**src/rtl/if_id_skid_latch.sv**
```systemverilog
// rtl/if_id_skid_latch.sv - IF/ID pipeline latch with 2-entry skid buffer and flush bubble
// Carries {npc, instr} from fetch to decode; in_ready is registered so decode stalls never reach fetch combinationally.
module if_id_skid_latch #(
  parameter int                 NPC_W     = 32,
  parameter int                 INSTR_W   = 32,
  parameter logic [INSTR_W-1:0] NOP_INSTR = '0
) (
  input  logic               clk,
  input  logic               reset,
  input  logic               flush,
  input  logic               in_valid,
  output logic               in_ready,
  input  logic [NPC_W-1:0]   in_npc,
  input  logic [INSTR_W-1:0] in_instr,
  output logic               out_valid,
  input  logic               out_ready,
  output logic [NPC_W-1:0]   out_npc,
  output logic [INSTR_W-1:0] out_instr,
  output logic [1:0]         count
);

  typedef enum logic [1:0] {
    S_EMPTY = 2'd0,
    S_BUSY  = 2'd1,
    S_FULL  = 2'd2
  } state_t;

  state_t             r_state;
  state_t             w_next;
  logic               r_in_ready;
  logic [NPC_W-1:0]   r_main_npc;
  logic [INSTR_W-1:0] r_main_instr;
  logic [NPC_W-1:0]   r_skid_npc;
  logic [INSTR_W-1:0] r_skid_instr;

  logic w_accept;
  logic w_xfer;
  logic w_load_main_in;
  logic w_load_main_skid;
  logic w_load_skid;
  logic w_load_bubble;
  logic w_clr_skid;

  assign out_valid = (r_state != S_EMPTY);
  assign in_ready  = r_in_ready;
  assign out_npc   = r_main_npc;
  assign out_instr = r_main_instr;
  assign count     = r_state;

  assign w_accept = in_valid & r_in_ready;
  assign w_xfer   = out_valid & out_ready;

  always_comb begin
    w_next           = r_state;
    w_load_main_in   = 1'b0;
    w_load_main_skid = 1'b0;
    w_load_skid      = 1'b0;
    w_load_bubble    = 1'b0;
    w_clr_skid       = 1'b0;
    case (r_state)
      S_EMPTY: begin
        if (w_accept) begin
          w_next         = S_BUSY;
          w_load_main_in = 1'b1;
        end
      end
      S_BUSY: begin
        if (w_accept && w_xfer) begin
          w_load_main_in = 1'b1;
        end else if (w_accept) begin
          w_next      = S_FULL;
          w_load_skid = 1'b1;
        end else if (w_xfer) begin
          w_next        = S_EMPTY;
          w_load_bubble = 1'b1;
        end
      end
      S_FULL: begin
        // in_ready is low here, so only a drain can happen
        if (w_xfer) begin
          w_next           = S_BUSY;
          w_load_main_skid = 1'b1;
          w_clr_skid       = 1'b1;
        end
      end
      default: begin
        w_next        = S_EMPTY;
        w_load_bubble = 1'b1;
        w_clr_skid    = 1'b1;
      end
    endcase
    // Redirect wins over everything: drop held and incoming entries alike
    if (flush) begin
      w_next           = S_EMPTY;
      w_load_main_in   = 1'b0;
      w_load_main_skid = 1'b0;
      w_load_skid      = 1'b0;
      w_load_bubble    = 1'b1;
      w_clr_skid       = 1'b1;
    end
  end

  always_ff @(posedge clk or posedge reset) begin
    if (reset) begin
      r_state    <= S_EMPTY;
      r_in_ready <= 1'b1;
    end else begin
      r_state    <= w_next;
      r_in_ready <= (w_next != S_FULL);
    end
  end

  always_ff @(posedge clk or posedge reset) begin
    if (reset) begin
      r_main_npc   <= '0;
      r_main_instr <= NOP_INSTR;
    end else if (w_load_bubble) begin
      r_main_npc   <= '0;
      r_main_instr <= NOP_INSTR;
    end else if (w_load_main_skid) begin
      r_main_npc   <= r_skid_npc;
      r_main_instr <= r_skid_instr;
    end else if (w_load_main_in) begin
      r_main_npc   <= in_npc;
      r_main_instr <= in_instr;
    end
  end

  always_ff @(posedge clk or posedge reset) begin
    if (reset) begin
      r_skid_npc   <= '0;
      r_skid_instr <= '0;
    end else if (w_clr_skid) begin
      r_skid_npc   <= '0;
      r_skid_instr <= '0;
    end else if (w_load_skid) begin
      r_skid_npc   <= in_npc;
      r_skid_instr <= in_instr;
    end
  end

endmodule
```
**config.mk**
```make
export PLATFORM = sky130hd
export DESIGN_NAME = if_id_skid_latch
export DESIGN_NICKNAME = d
export VERILOG_FILES = /design/src/rtl/if_id_skid_latch.sv
export SDC_FILE = /design/constraint.sdc
export NUM_CORES = 1
export LEC_CHECK = 0
export CORE_ASPECT_RATIO = 1.75
export CORE_MARGIN = 2
export CORE_UTILIZATION = 54
export CTS_CLUSTER_DIAMETER = 100
export DETAILED_ROUTE_END_ITERATION = 8
export PLACE_DENSITY = 0.95
export SLEW_MARGIN = 20
export SYNTH_ARGS = -nofsm -noshare
export SYNTH_HDL_FRONTEND = slang
export SYNTH_SLANG_ARGS = --single-unit
```
**constraint.sdc**
```tcl
create_clock -name clk -period 11.4 [get_ports clk]
set_input_delay 1.14 -clock clk [delete_from_list [all_inputs] [get_ports clk]]
set_output_delay 1.14 -clock clk [all_outputs]
set_load 0.1 [all_outputs]
```
==> impl_metrics.yaml <==
outcome:
  result_of_the_run: "finished clean"
floorplan:
  design.portCount: 137
  floorplan.die.height_um: 143.6
  effective_utilization_at_floorplan_pct: 54.80
  fp.dieW_um: 83.78
  core_um2: 10980
  placement_rows: 51
  die_area_um2: 12030
drt:
  drc_violation_count_after_routing: 0
  routed_wl_mm: 13.71
  post_drt_wl_per_cell_um: 21.03
  drt_pre_antenna_iters: 4
  vias: 3933
  ant_nets: 0
  dr.first_iter.drc_count: 280
  detail_routed_via_count_per_cell: 6.032
clock_tree:
  clk_pin_slew_worst_paths_ns: 0.06
  tritoncts.num_buffers: 17
  deepest_clock_path_buffer_count: 2
  cts_tree: "done"
  tritoncts_num_sinks: 131
  clock_latency_ns: 0.41
  htree_levels: 4
  post_cts_resize_count: 0
  cts_hold_repair.buffers: 0
  cts_root_buffer: "sky130_fd_sc_hd__clkbuf_16"
  post-cts-setup-buffers: 0
synthesis:
  ys_top_cells_by_area: "sky130_fd_sc_hd__dfrtp_1 54%, sky130_fd_sc_hd__o2bb2ai_2 15%, sky130_fd_sc_hd__mux2i_1 11%"
  synthAdderAreaFrac_pct: 0
  synthArstFlopShare_pct: 100.0
  synth_ff_type: "sky130_fd_sc_hd__dfrtp_1"
  synth_fp_nets: 449
  dominant_combinational_cell_family_by_area_after_synthesis: "compound AO/OA/AOI/OAI gates"
  synthDistinctLibCells: 26
  post_synth_and_or_nand_nor_area_fraction_pct: 1.914
  synth.avg_cell_area_um2: 15.83
  synth.area.mux_share_pct: 10.98
  number_of_flops_mapped_to_enable_cells_by_yosys: 0
  synth_top_area_share_pct: 54.09
  synthCells: 380
  ys_top_cells_by_count: "130 x sky130_fd_sc_hd__dfrtp_1, 66 x sky130_fd_sc_hd__mux2i_1, 64 x sky130_fd_sc_hd__a22o_1"
  synth.largest_area_cell: "sky130_fd_sc_hd__dfrtp_1"
  fraction_of_the_mapped_netlist_area_in_compound_gates_pct: 25.88
  xor_xnor_share_of_the_synthesized_area_pct: 0
  ys_ff_latch: 131
  synthesis.yosys.warnings: 0
  synthesis.area_um2: 6015
  cell_with_the_most_instances_after_synthesis: "sky130_fd_sc_hd__dfrtp_1"
  ys_seq_area_share_pct: 54.52
critical_path:
  critical_path.startpoint_type: "flip-flop"
  worst_path_class_setup: "flip-flop to output pin"
  worst-path-max-fanout: 11
  worst_ep_required_time_ns: 10.26
  critical_path.cell_chain: "or2_2 -> clkdlybuf4s50_1"
  worst_path_max_delay_cell: "sky130_fd_sc_hd__clkdlybuf4s50_1"
  critPathCaptureType: "output pin"
  critical_path_data_arrival_time_ns: 2.30
  slowest_delay_ns: 1.12
timing:
  max_freq_mhz: 290.4
  timing.final.setup_violations: 0
  fin_worst_hold_slack_ns: 0.4926
  timing.final.ws_setup_ns: 7.957
  clock-skew-final_ns: 0.006799
  slew_violations: 0
  max-slew-margin-rel_pct: 25.26
  summed_negative_setup_slack_over_all_endpoints_ns: 0
  max_slew.worst_pin.slew_ns: 1.121
  fin_crit_sh_pct: 30.20
  grt_setup_unrepaired: "no"
  final_hold_violation_count: 0
  finalCriticalPeriod_ns: 3.443
cells_and_area:
  final_util_pct: 70.85
  fillers: 744
  layout-drive-gt1-share_pct: 21.35
  finalNetCount: 576
  final-instance-count-excl-fill: 652
  antenna-diode-count: 0
  finish.instance_area_um2: 7776
  area_growth_pct: 29.29
place:
  numPortBuffers: 136
  placedCellCount: 620
  globalplace.congestion: 0.7941
  hpwl_mm: 8.418
  dpl_cell_area_um2: 7194
  place_ws_ns: 7.691
global_route:
  wire_length_of_the_first_global_routing_pass_mm: 22.07
  grt_antenna_before_repair: 0
  grt_pass1_vias: 4246
  grt.overflow.total: 0
  groute.usage.overall_pct: 23.35
  grt_max_degree: 69
worst_hold_path:
  path_class_of_the_lowest_slack_min_delay_path: "flip-flop to flip-flop"
run:
  drv.max_cap_violation_count: 0
power:
  highest_ir_drop_seen_on_vdd_mv: 0.1333
  p_leak_nw: 3.251
  power_density_nw_per_um2: 167.3
  power_mw: 1.301
## logic make-up after synthesis
| family | after synthesis |
|---|---|
| AOI/OAI and AO/OA | 135 |
| buffers and inverters | 36 |
| DFF | 131 |
| muxes | 66 |
| and+or+nand+nor | 12 |
## path summary, 6_finish.rpt
| path | slack [ns] | startpoint | cells after the start | to |
|---|---|---|---|---|
| setup / recovery | 7.96 | count[1] | 2 | out_valid |
| hold / removal | 0.49 | out_instr[0] | 1 | out_instr[0] |
| setup reg to reg | 9.01 | count[1] | 4 | out_instr[15] |
| hold reg to reg | 0.49 | out_instr[0] | 1 | out_instr[0] |
| max in group asynchronous | 8.84 | reset | 3 | out_instr[4] |
| min in group asynchronous | 1.24 | reset | 2 | out_instr[20] |
## critical path, delay by kind of cell, from the launching register on
family / cells / cell delay, ns
buffers and inverters: 1 / 1.12
flip-flops: 1 / 0.58
AND/OR/NAND/NOR: 1 / 0.20
## final cells by class
type / instances / area, um^2 / share of cell area, %
Clock buffer: 18 / 439.2 / 5.648
Timing Repair Buffer: 142 / 1410 / 18.13
Clock inverter: 14 / 138.9 / 1.786
Tap cell: 132 / 165.2 / 2.124
Inverter: 2 / 10.01 / 0.1287
Sequential cell: 131 / 3279 / 42.17
Multi-Input combinational cell: 213 / 2333 / 30.01
## power breakdown
group | switching (mW) | internal (mW) | total (mW)
logic | 0.193 | 0.0760 | 0.269
clock network | 0.200 | 0.326 | 0.526
registers | 0.0193 | 0.487 | 0.507
## cells in the final DEF, fill, tap and decap left out
cell type                         synthesis  final
sky130_fd_sc_hd__clkdlybuf4s50_1          0    136
sky130_fd_sc_hd__dfrtp_1                130    130
sky130_fd_sc_hd__mux2i_1                 66     66
sky130_fd_sc_hd__a22o_1                  64     64
sky130_fd_sc_hd__o2bb2ai_2               60     60
sky130_fd_sc_hd__clkbuf_16                0     17
sky130_fd_sc_hd__clkinv_2                 0      6
sky130_fd_sc_hd__buf_4                    3      5
sky130_fd_sc_hd__o2bb2ai_1                4      4
sky130_fd_sc_hd__clkinvlp_4               0      3
sky130_fd_sc_hd__clkinv_4                 0      3
sky130_fd_sc_hd__or2_2                    2      2
sky130_fd_sc_hd__a21oi_1                  2      2
sky130_fd_sc_hd__nor2_4                   2      2
sky130_fd_sc_hd__bufinv_16                0      2
sky130_fd_sc_hd__nand2_1                  1      1
sky130_fd_sc_hd__o21bai_1                 1      1
sky130_fd_sc_hd__a21oi_4                  1      1
sky130_fd_sc_hd__and3b_1                  2      1
sky130_fd_sc_hd__and2b_4                  1      1
sky130_fd_sc_hd__and3b_2                  0      1
sky130_fd_sc_hd__o21ai_0                  1      1
sky130_fd_sc_hd__o31ai_2                  1      1
sky130_fd_sc_hd__and4bb_4                 1      1
sky130_fd_sc_hd__nor4_4                   1      1
sky130_fd_sc_hd__o22a_1                   1      1
sky130_fd_sc_hd__nor2_1                   1      1
sky130_fd_sc_hd__or3_2                    1      1
sky130_fd_sc_hd__inv_1                    2      1
sky130_fd_sc_hd__inv_4                    0      1
sky130_fd_sc_hd__clkbuf_8                 0      1
sky130_fd_sc_hd__dfstp_2                  1      1
sky130_fd_sc_hd__buf_6                   18      1
## layer usage
metal	vias up	wire, um	track usage, %
li1	1740	-	-
met1	2020	5616	29.64
met2	144	7178	38.91
met3	29	553	4.940
met4	0	362	9.932
met5	-	0	0
## state kept, by name (all words and copies together) (netlist names)
register	cells
out_instr	32
r_skid_npc	32
r_skid_instr	32
in_ready	1
count	2
out_npc	32
No activity file was read; power rests on OpenSTA's default activity.
